===== config.mk =====
export PLATFORM = sky130hd
export DESIGN_NAME = bicubic_nx_simd_acc
export DESIGN_NICKNAME = d
export VERILOG_FILES = /design/src/rtl/bicubic_pkg.sv /design/src/rtl/bicubic_lane_acc.sv /design/src/rtl/bicubic_nx_simd_acc.sv
export SDC_FILE = /design/constraint.sdc
export NUM_CORES = 2
export LEC_CHECK = 0
export ABC_AREA = 1
export BUFFER_PORTS_ARGS = -buffer_cell sky130_fd_sc_hd__buf_2
export CAP_MARGIN = 20
export CORE_ASPECT_RATIO = 1.25
export CORE_MARGIN = 10
export CORE_UTILIZATION = 55
export DETAILED_ROUTE_END_ITERATION = 16
export PLACE_DENSITY = 0.82
export SYNTH_ARGS = -nofsm -noshare
export SYNTH_HDL_FRONTEND = slang
export SYNTH_SLANG_ARGS = --single-unit

===== constraint.sdc =====
create_clock -name clk -period 3.2 [get_ports clk]
set_clock_uncertainty 0.05 [all_clocks]
set_input_delay 0.32 -clock clk [delete_from_list [all_inputs] [get_ports clk]]
set_output_delay 0.32 -clock clk [all_outputs]
set_load 0.03 [all_outputs]

===== src/rtl/bicubic_pkg.sv =====
// Shared constants for the bicubic SIMD accumulator slice.
//   COEFF_FRAC_BITS : fractional bits of the bicubic coefficients (result scale)
//   LANE_W          : signed width of one unpacked lane beat
//   ACC_W           : signed accumulator width (holds a full 4-tap sum)
//   PIX_W           : output pixel width
//   DSP_W           : width of one core's packed two-lane DSP product
package bicubic_pkg;
    localparam int COEFF_FRAC_BITS = 7;
    localparam int LANE_W          = 18;
    localparam int ACC_W           = 20;
    localparam int PIX_W           = 8;
    localparam int DSP_W           = 48;
    // Half an output LSB, added before the shift for round-half-up.
    localparam int RND_HALF        = 1 << (COEFF_FRAC_BITS - 1);
endpackage


===== src/rtl/bicubic_lane_acc.sv =====
// One lane of the bicubic accumulator: sums tap-pair beats into a full sum,
// then rounds, scales and clamps that sum into an unsigned pixel.
// Ports:
//   clk, aresetn : clock, async active-low reset
//   i_clken      : global clock enable (freezes all state when low)
//   i_clr        : discard the partial accumulation
//   i_beat       : accepted beat this cycle (already excludes i_clr)
//   i_first      : beat is the first of a result (overwrite, not add)
//   i_last       : beat is the last of a result (capture the sum)
//   i_sum_v      : captured sum is valid; update the pixel
//   i_lane       : signed lane value of the current beat
//   o_pix        : registered clamped pixel
module bicubic_lane_acc
    import bicubic_pkg::*;
(
    input  logic                     clk,
    input  logic                     aresetn,
    input  logic                     i_clken,
    input  logic                     i_clr,
    input  logic                     i_beat,
    input  logic                     i_first,
    input  logic                     i_last,
    input  logic                     i_sum_v,
    input  logic signed [LANE_W-1:0] i_lane,
    output logic        [PIX_W-1:0]  o_pix
);
    localparam logic signed [ACC_W:0] RND = (ACC_W+1)'(RND_HALF);

    logic signed [ACC_W-1:0] r_acc, r_sum;
    logic        [PIX_W-1:0] r_pix;
    logic signed [ACC_W-1:0] w_base, w_next;
    logic signed [ACC_W:0]   w_ext, w_rnd;
    logic        [PIX_W-1:0] w_pix;

    always_comb begin
        // Folding the first-beat overwrite into the base also covers TAP_PAIRS=1,
        // where the same beat is both first and last.
        w_base = i_first ? '0 : r_acc;
        w_next = w_base + {{(ACC_W-LANE_W){i_lane[LANE_W-1]}}, i_lane};
        // One guard bit so the rounding add cannot wrap at the accumulator limit.
        w_ext  = {r_sum[ACC_W-1], r_sum};
        w_rnd  = (w_ext + RND) >>> COEFF_FRAC_BITS;
        if (w_rnd[ACC_W])
            w_pix = '0;
        else if (|w_rnd[ACC_W-1:PIX_W])
            w_pix = '1;
        else
            w_pix = w_rnd[PIX_W-1:0];
    end

    always_ff @(posedge clk or negedge aresetn) begin
        if (!aresetn) begin
            r_acc <= '0;
            r_sum <= '0;
            r_pix <= '0;
        end else if (i_clken) begin
            if (i_clr) begin
                r_acc <= '0;
            end else if (i_beat) begin
                r_acc <= w_next;
                if (i_last)
                    r_sum <= w_next;
            end
            if (i_sum_v)
                r_pix <= w_pix;
        end
    end

    assign o_pix = r_pix;
endmodule


===== src/rtl/bicubic_nx_simd_acc.sv =====
// N-core SIMD bicubic accumulator. Unpacks each core's two-lane DSP product,
// accumulates TAP_PAIRS beats per result and emits two clamped UINT8 pixels
// per core with a single-cycle dout_valid strobe.
// Ports:
//   clk, aresetn : clock, async active-low reset
//   clken        : global clock enable; low freezes every register
//   sync_clear   : abort the partial result (a completed sum still drains)
//   din_valid    : din carries one tap-pair beat
//   din          : per core i, packed product in [48i+47:48i]
//   dout_valid   : result strobe (hold while clken is low)
//   dout_a       : high-lane pixel per core, [8i+7:8i]
//   dout_b       : low-lane pixel per core, [8i+7:8i]
module bicubic_nx_simd_acc
    import bicubic_pkg::*;
#(
    parameter int PARALLEL_CORE = 8,
    parameter int TAP_PAIRS     = 2
) (
    input  logic                             clk,
    input  logic                             aresetn,
    input  logic                             clken,
    input  logic                             sync_clear,
    input  logic                             din_valid,
    input  logic [PARALLEL_CORE*DSP_W-1:0]   din,
    output logic                             dout_valid,
    output logic [PARALLEL_CORE*PIX_W-1:0]   dout_a,
    output logic [PARALLEL_CORE*PIX_W-1:0]   dout_b
);
    localparam int PH_W = (TAP_PAIRS > 1) ? $clog2(TAP_PAIRS) : 1;

    logic [PH_W-1:0] r_ph;
    logic            r_sum_v;
    logic            r_dout_valid;
    logic            w_beat, w_first, w_last;

    logic [2*PARALLEL_CORE-1:0][LANE_W-1:0] w_lane;
    logic [2*PARALLEL_CORE-1:0][PIX_W-1:0]  w_pix;

    // sync_clear wins over a coincident beat, so the beat is simply dropped.
    assign w_beat  = din_valid & ~sync_clear;
    assign w_first = (r_ph == '0);
    assign w_last  = (r_ph == PH_W'(TAP_PAIRS-1));

    always_ff @(posedge clk or negedge aresetn) begin
        if (!aresetn) begin
            r_ph         <= '0;
            r_sum_v      <= 1'b0;
            r_dout_valid <= 1'b0;
        end else if (clken) begin
            if (sync_clear)
                r_ph <= '0;
            else if (din_valid)
                r_ph <= w_last ? '0 : r_ph + 1'b1;
            // A valid sum is always consumed on an enabled edge, so the flag
            // only survives if a new final beat lands on that same edge.
            r_sum_v      <= w_beat & w_last;
            r_dout_valid <= r_sum_v;
        end
    end

    for (genvar c = 0; c < PARALLEL_CORE; c++) begin : g_core
        logic [DSP_W-2*LANE_W-1:0] w_unused_top;

        // Low lane is plain; a negative low lane borrowed one from the high
        // field, so add its sign bit back (result truncated to LANE_W).
        assign w_lane[2*c]   = din[DSP_W*c +: LANE_W];
        assign w_lane[2*c+1] = din[DSP_W*c+LANE_W +: LANE_W]
                             + LANE_W'(din[DSP_W*c+LANE_W-1]);
        // Bits above the high lane only carry its sign extension.
        assign w_unused_top  = din[DSP_W*c+2*LANE_W +: DSP_W-2*LANE_W];

        for (genvar l = 0; l < 2; l++) begin : g_lane
            bicubic_lane_acc u_lane (
                .clk     (clk),
                .aresetn (aresetn),
                .i_clken (clken),
                .i_clr   (sync_clear),
                .i_beat  (w_beat),
                .i_first (w_first),
                .i_last  (w_last),
                .i_sum_v (r_sum_v),
                .i_lane  (w_lane[2*c+l]),
                .o_pix   (w_pix[2*c+l])
            );
        end

        assign dout_b[PIX_W*c +: PIX_W] = w_pix[2*c];
        assign dout_a[PIX_W*c +: PIX_W] = w_pix[2*c+1];
    end

    assign dout_valid = r_dout_valid;
endmodule

Word level (Yosys, flattened, before mapping)
Cells that the tools add are included.
- bits of input ports: 389
- output and inout bits: 129
- word-level logic and storage cells: 200
- register bits: 771
- reduce and logical (&&, ||, !) cells: 22
- mux-type cells: 83
- bitwise logic cells: 3
- add/sub/neg operators: 41
- operators by type and width (operator ; number):
    20-bit two-way mux ; 48
    20-bit by 8-bit adder with 21-bit output, second input constant ; 16
    20-bit adder ; 16
    8-bit two-way mux ; 32
    18-bit by 1-bit adder with 18-bit output ; 8
    6-bit OR reduction ; 16
    2-bit AND reduction ; 3
    4-bit AND reduction ; 1
    2-bit nonzero test ; 2
    1-bit two-way mux ; 3
    1-bit AND ; 2
    1-bit adder, second input constant ; 1
    1-bit inverter ; 1

Depth between registers and ports, before layout
- depth after elaboration: 4
- mapped depth: 22
- mapped depth without buffers: 21

Modules after synthesis
From an unflattened synthesis, not the netlist that was laid out.
- cell total of the unflattened synthesis: 8302
- area, all modules: 54434.7 um^2
- by module, submodules not included (module ; area each (um^2) ; cells each ; times used ; seq. area each (um^2)):
    bicubic_lane_acc at g_core[0].g_lane[0].u_lane ... ; 3198.1 ; 482 ; 13 ; 1051.0
    bicubic_nx_simd_acc ; 3313.2 ; 617 ; 1 ; 75.1
    bicubic_lane_acc at g_core[7].g_lane[1].u_lane ; 3208.1 ; 475 ; 1 ; 1051.0
    bicubic_lane_acc at g_core[7].g_lane[0].u_lane ; 3173.0 ; 473 ; 1 ; 1051.0
    bicubic_lane_acc at g_core[2].g_lane[0].u_lane ; 3165.5 ; 471 ; 1 ; 1051.0

Least setup slack after synthesis
Ideal clock, no wire load.
- path type: register to register
- from: register r_ph
- to: register g_core[5].g_lane[1].u_lane.r_acc[10]
- buffers on the path: 5
- clock period less this slack: 3.325 ns
- data arrival time: 3.209 ns
- library setup time: 0.066 ns
- path slack: -0.125 ns
- data required time: 3.084 ns
- stages on the path, launching flop included: 21
- path through: dfrtp_1 -> buf_2 -> buf_2 -> clkbuf_1 -> clkbuf_1 -> buf_2 -> nand2_1 -> inv_1 -> ha_1 -> inv_1 -> fa_1 -> inv_1 -> nand3_1 -> nand2_1 -> a21oi_1 -> o21ai_0 -> nand3_1 -> nand2_1 -> xor2_1 -> nand3_1 -> nand2_1
- longest elaborated chain between the ends: 4
- RTL lines (what ; line ; RTL):
    start, declared ; bicubic_nx_simd_acc.sv:31 ; logic [PH_W-1:0] r_ph;
    start signal, assigned ; bicubic_nx_simd_acc.sv:53 ; r_ph <= w_last ? '0 : r_ph + 1'b1;
    20-bit two-way mux ; bicubic_lane_acc.sv:38 ; w_base = i_first ? '0 : r_acc;
    20-bit adder ; bicubic_lane_acc.sv:39 ; w_next = w_base + {{(ACC_W-LANE_W){i_lane[LANE_W-1]}}, i_lane};
    20-bit two-way mux ; bicubic_lane_acc.sv:59 ; end else if (i_beat) begin
    20-bit two-way mux ; bicubic_lane_acc.sv:57 ; if (i_clr) begin
    end signal, assigned ; bicubic_lane_acc.sv:60 ; r_acc <= w_next;
    end, declared ; bicubic_lane_acc.sv:29 ; logic signed [ACC_W-1:0] r_acc, r_sum;
No other way between the ends. The select of a mux whose other input is x is not followed.
A chain may end at the register's enable or synchronous reset.

Final worst setup path
- from: register r_ph
- to: register g_core[4].g_lane[0].u_lane.r_sum[13]
- longest elaborated chain between the ends: 2
- elaborated cells between the ends (all ways): 3
- classes of those cells: add/sub (1); mux (1); reduce/logical (1)
- RTL lines (what ; line ; RTL):
    20-bit two-way mux ; bicubic_lane_acc.sv:38 ;
    20-bit adder ; bicubic_lane_acc.sv:39 ;
    end signal, assigned ; bicubic_lane_acc.sv:62 ; r_sum <= w_next;
    end, declared ; bicubic_lane_acc.sv:29 ;
Several ways; a longest one is shown, not always the timed one.

==> results.md <==
- The die covers 0.102 sq mm.
- The number of failing setup endpoints in the final timing report is 0.
- Dividing the detail-routed wire length by the instance count gives 16.9 microns.
- The wire length reported by the detailed router is 152 mm.
- The run finished with clean final reports.
- In the final layout, the multi-input gates occupy 0.0281 sq mm.
- The area of the mapped netlist is 0.0494 sq mm.
- From synthesis to final layout, the design area changed by 17.0%.
- Dividing the detail-routed via count by the number of cells gives 5.53.
- Of the post-synthesis cell area, the dominant cell type holds 0.342.
- The synthesized design contains 675 register bits.
- The endpoint class of the critical path is a flip-flop.
- By instance count, the leading cell after synthesis is sky130_fd_sc_hd__nand2_1.
- Counting every instance in the synthesized netlist gives 7,096.
- Along the worst path, the maximum fanout reaches 17.
- Counting every sink on the clock net gives 675.
- For this block, the via count after detailed routing is 49,600.
- The count of synthesis-stage warnings from yosys is 0.
- In this run the static leakage power is 32.9 nW.
- The area after detailed placement is 0.0548 sq mm.
- The count of unresolved DRC violations after routing is 0.
- The congestion estimate from routability-driven global placement came to 0.978.
- The register-to-register setup slack is 150 ps.
- The total number of placement rows is 122.
- The smallest clock period supported by the final layout is computed as 3050 ps.
- Dividing total power by cell area gives a power density of 550 mW/mm^2.
- The first-pass detailed-route iteration total is 7.
- Counting flops with a built-in enable in the synthesized netlist gives 0.
- Once layout is complete, the utilization of the core stands at 0.650.
- The initial core utilization is 0.556.
- At the later pin of the worst-skew pair, clock insertion delay measures 630 ps.
- The first global-routing pass estimated 245 mm of wire.
- Of the available clock period, the critical path in the final layout requires 0.952.
- The total area inside the core boundary comes to 0.0888 sq mm.
- The library cell used as clock root buffer is sky130_fd_sc_hd__clkbuf_16.
- The initial antenna violation count was 28.
- The sequential element share of the synthesized area is 0.342.
- The clock passes through at most 3 buffers.
- The number of top-level design ports is 518.
- The class of the worst hold path is in -> reg.
- After filler insertion, the fill cell instance count of the layout stands at 7,874.
- By count the netlist is led by sky130_fd_sc_hd__nand2_1, sky130_fd_sc_hd__inv_1, sky130_fd_sc_hd__dfrtp_1.
- For this run, the leading register cell type out of synthesis is sky130_fd_sc_hd__dfrtp_1.
- Once detailed placement completed, the half-perimeter wirelength came to 114 mm.
- The layer flagged by global routing as most heavily used is met2.
- The number of max-cap violations is 0.
- The number of cells on the worst reg-to-reg path is 15.
- The count of buffers added on input and output ports is 421.
- The final hold slack is 44.9 ps.
- The final design area excluding fillers is 0.0578 sq mm.
- The max-slew violation count was 0.
- After synthesis, the netlist uses 55 different library cells.
- Entering global routing, the biggest net connects 120 pins.
- The data arrival at the endpoint of the critical path is 3470 ps.
- The number of cells on the worst hold path is 3.
- The mean cell area of the mapped netlist is 6.96 sq um.
- The upper clock frequency limit is 0.328 GHz.
- The slew at the pin closest to its max-slew limit is 662 ps.
- The synthesized design spends more area on one cell type than any other, namely sky130_fd_sc_hd__dfrtp_1.
- The TritonCTS clock tree is done.
- The height of the die is 355 microns.
- Summing all flip-flop and latch instances after layout gives 0.0169 sq mm.
- STA classifies the critical path startpoint as a flip-flop.
- Buffers inserted during clock tree synthesis total 75.
- In the global route stage, met2 resource usage came out at 0.506.
- Counting every net in the synthesized netlist gives 7,842.
- After clock tree synthesis, the clock-pin slew on the worst setup and hold paths is 60 ps.
- The maximum vdd ir drop is 0.615 mV.
- The via count of the first global-routing pass is 49,800.
- The met3 track utilization from global routing is 0.0495.
- For this run, global-route usage on met1 was measured as 0.342.
- The die boundary width is 288 microns.
- Setup repair after global routing could not meet its margin everywhere.
- The setup path with the least slack is of type reg -> reg.
- Sorting the synthesized cells by area gives the leading types as sky130_fd_sc_hd__dfrtp_1, sky130_fd_sc_hd__nand2_1, sky130_fd_sc_hd__ha_1.
- The headroom to the max-slew limit is 0.558.
- In this run, the number of DRC markers left after iteration 0 of detailed routing was 3,389.
- The number of nets with antenna violations after detailed routing is 0.
- At the worst endpoint, the required time is 3630 ps.
- In the final layout, the share of cells above drive strength 1 is 0.132.
- In the global route stage, overall resource usage came out at 0.289.
- The total overflow left after global routing is 0.
- The number of H-tree levels is 3.
- The fraction of registers with async set or reset after synthesis is 1.00.
- For this run, the post-layout net count is 8,477.
- The final number of hold-violating endpoints came to 0.
final cells by class:
| cell class | count | share of cell area |
|---|---|---|
| Tap cell | 1178 | 0.0255 |
| Timing Repair Buffer | 731 | 0.0833 |
| Inverter | 1009 | 0.0658 |
| Clock inverter | 43 | 0.0102 |
| Antenna cell | 8 | 0.000347 |
| Multi-Input combinational cell | 5239 | 0.487 |
| Clock buffer | 93 | 0.0356 |
| Sequential cell | 675 | 0.293 |
kinds of logic (layout without fill, tap and decap cells):
family / after synthesis / after routing / synth area share
buffers and inverters: 1182 / 1876 / 0.0914
flip-flops: 675 / 675 / 0.342
adder cells (fa/ha/maj): 357 / 357 / 0.0929
AO/OA/AOI/OAI: 1377 / 1377 / 0.155
XOR/XNOR: 225 / 225 / 0.0399
other: 0 / 8 / 0
AND/OR/NAND/NOR: 3280 / 3280 / 0.279
worst paths after layout:
kind                                                     startpoint                                   end
min in group asynchronous                                   aresetn   g_core[7].g_lane[0].u_lane.r_sum[6]
worst max register to register                                 r_ph  g_core[4].g_lane[0].u_lane.r_sum[13]
max in group asynchronous                                   aresetn   g_core[1].g_lane[0].u_lane.o_pix[5]
worst min register to register  g_core[7].g_lane[1].u_lane.o_pix[6]   g_core[7].g_lane[1].u_lane.o_pix[6]
worst max-delay path                                           r_ph  g_core[4].g_lane[0].u_lane.r_sum[13]
worst min-delay path                                       din[192]   g_core[4].g_lane[0].u_lane.r_acc[0]
power by group:
group	internal, mW	leakage [nW]	total [mW]	switching (mW)
sequential	10.7	8.65	12.3	1.59
combinational	3.46	22.9	10.0	6.58
clock	5.52	1.29	9.43	3.91
total	19.7	32.9	31.8	12.1
routing by layer:
layer / up-vias / share of wire / wire, microns
met5: - / 0.0016 / 249
met4: 42 / 0.048 / 7320
met3: 411 / 0.065 / 9790
met2: 1462 / 0.49 / 73800
met1: 23200 / 0.40 / 60400
li1: 24500 / - / -
layout by cell type, fill, tap and decap left out, types with 10 or more instances in the layout:
cell                        count
sky130_fd_sc_hd__clkinv_2      10
sky130_fd_sc_hd__a31oi_1       15
sky130_fd_sc_hd__nand4_1      100
sky130_fd_sc_hd__buf_2        418
sky130_fd_sc_hd__clkbuf_16     80
sky130_fd_sc_hd__nor2_1       401
sky130_fd_sc_hd__xnor2_1       78
sky130_fd_sc_hd__a32o_1        18
sky130_fd_sc_hd__nor4_1        17
sky130_fd_sc_hd__a21oi_1      478
sky130_fd_sc_hd__clkinv_4      11
sky130_fd_sc_hd__or2_2         95
sky130_fd_sc_hd__nor3_1        70
sky130_fd_sc_hd__xor2_1       146
sky130_fd_sc_hd__a22o_1        18
sky130_fd_sc_hd__nand3_1      453
sky130_fd_sc_hd__o21ai_1      107
sky130_fd_sc_hd__o22ai_1       74
sky130_fd_sc_hd__buf_12        22
sky130_fd_sc_hd__a21o_1        30
sky130_fd_sc_hd__o31ai_1       15
sky130_fd_sc_hd__o21bai_1      23
sky130_fd_sc_hd__inv_1       1002
sky130_fd_sc_hd__nand2_1     2074
sky130_fd_sc_hd__a311oi_1      15
sky130_fd_sc_hd__o21ai_2       12
sky130_fd_sc_hd__dfrtp_1      674
sky130_fd_sc_hd__o21ai_0      495
sky130_fd_sc_hd__fa_1          16
sky130_fd_sc_hd__nand3b_1      19
sky130_fd_sc_hd__ha_1         337
sky130_fd_sc_hd__a211oi_1      12
sky130_fd_sc_hd__bufinv_16     11
sky130_fd_sc_hd__buf_4        278
stage by stage:
stage / setup TNS (ps) / cells / setup WS [ps] / total power, mW
floorplan: 0 / 7096 / 41.6 / 18.7
global placement: -6370 / 8818 / -227 / 21.9
detailed placement: -12900 / 8818 / -293 / 22.3
CTS: 0 / 8960 / 70.0 / 31.8
global route: -49.6 / 8973 / -20.2 / 33.6
finish: 0 / 8976 / 155 / 31.8
flip-flops by register name, indices dropped and copies added (netlist names):
name	flops
g_core.g_lane.u_lane.r_sum	224
r_ph	1
g_core.g_lane.u_lane.r_acc	320
r_sum_v	1
dout_valid	1
g_core.g_lane.u_lane.o_pix	128
what timing repair did:
action / CTS / global route
pin swaps: 0 / 1
hold endpoints to repair: 52 / 0
gates resized for setup: 2 / 44
setup endpoints to repair: 3 / 91
setup buffers: 0 / 5
gates cloned: 0 / 3
hold buffers: 6 / 0
critical path: stages, from the launching register on:
cell	delay, ps
sky130_fd_sc_hd__dfrtp_4	540
sky130_fd_sc_hd__buf_16	200
sky130_fd_sc_hd__buf_4	210
sky130_fd_sc_hd__nand2_1	70
sky130_fd_sc_hd__inv_1	50
sky130_fd_sc_hd__ha_2	390
sky130_fd_sc_hd__a21oi_1	100
sky130_fd_sc_hd__nand2_1	140
sky130_fd_sc_hd__inv_1	80
sky130_fd_sc_hd__o21ai_1	240
sky130_fd_sc_hd__nand2_1	90
sky130_fd_sc_hd__nand2_1	140
sky130_fd_sc_hd__a21oi_1	110
sky130_fd_sc_hd__or2_2	280
sky130_fd_sc_hd__nand3_1	90
sky130_fd_sc_hd__o22ai_1	80
No activity file was read; power rests on OpenSTA's default activity.
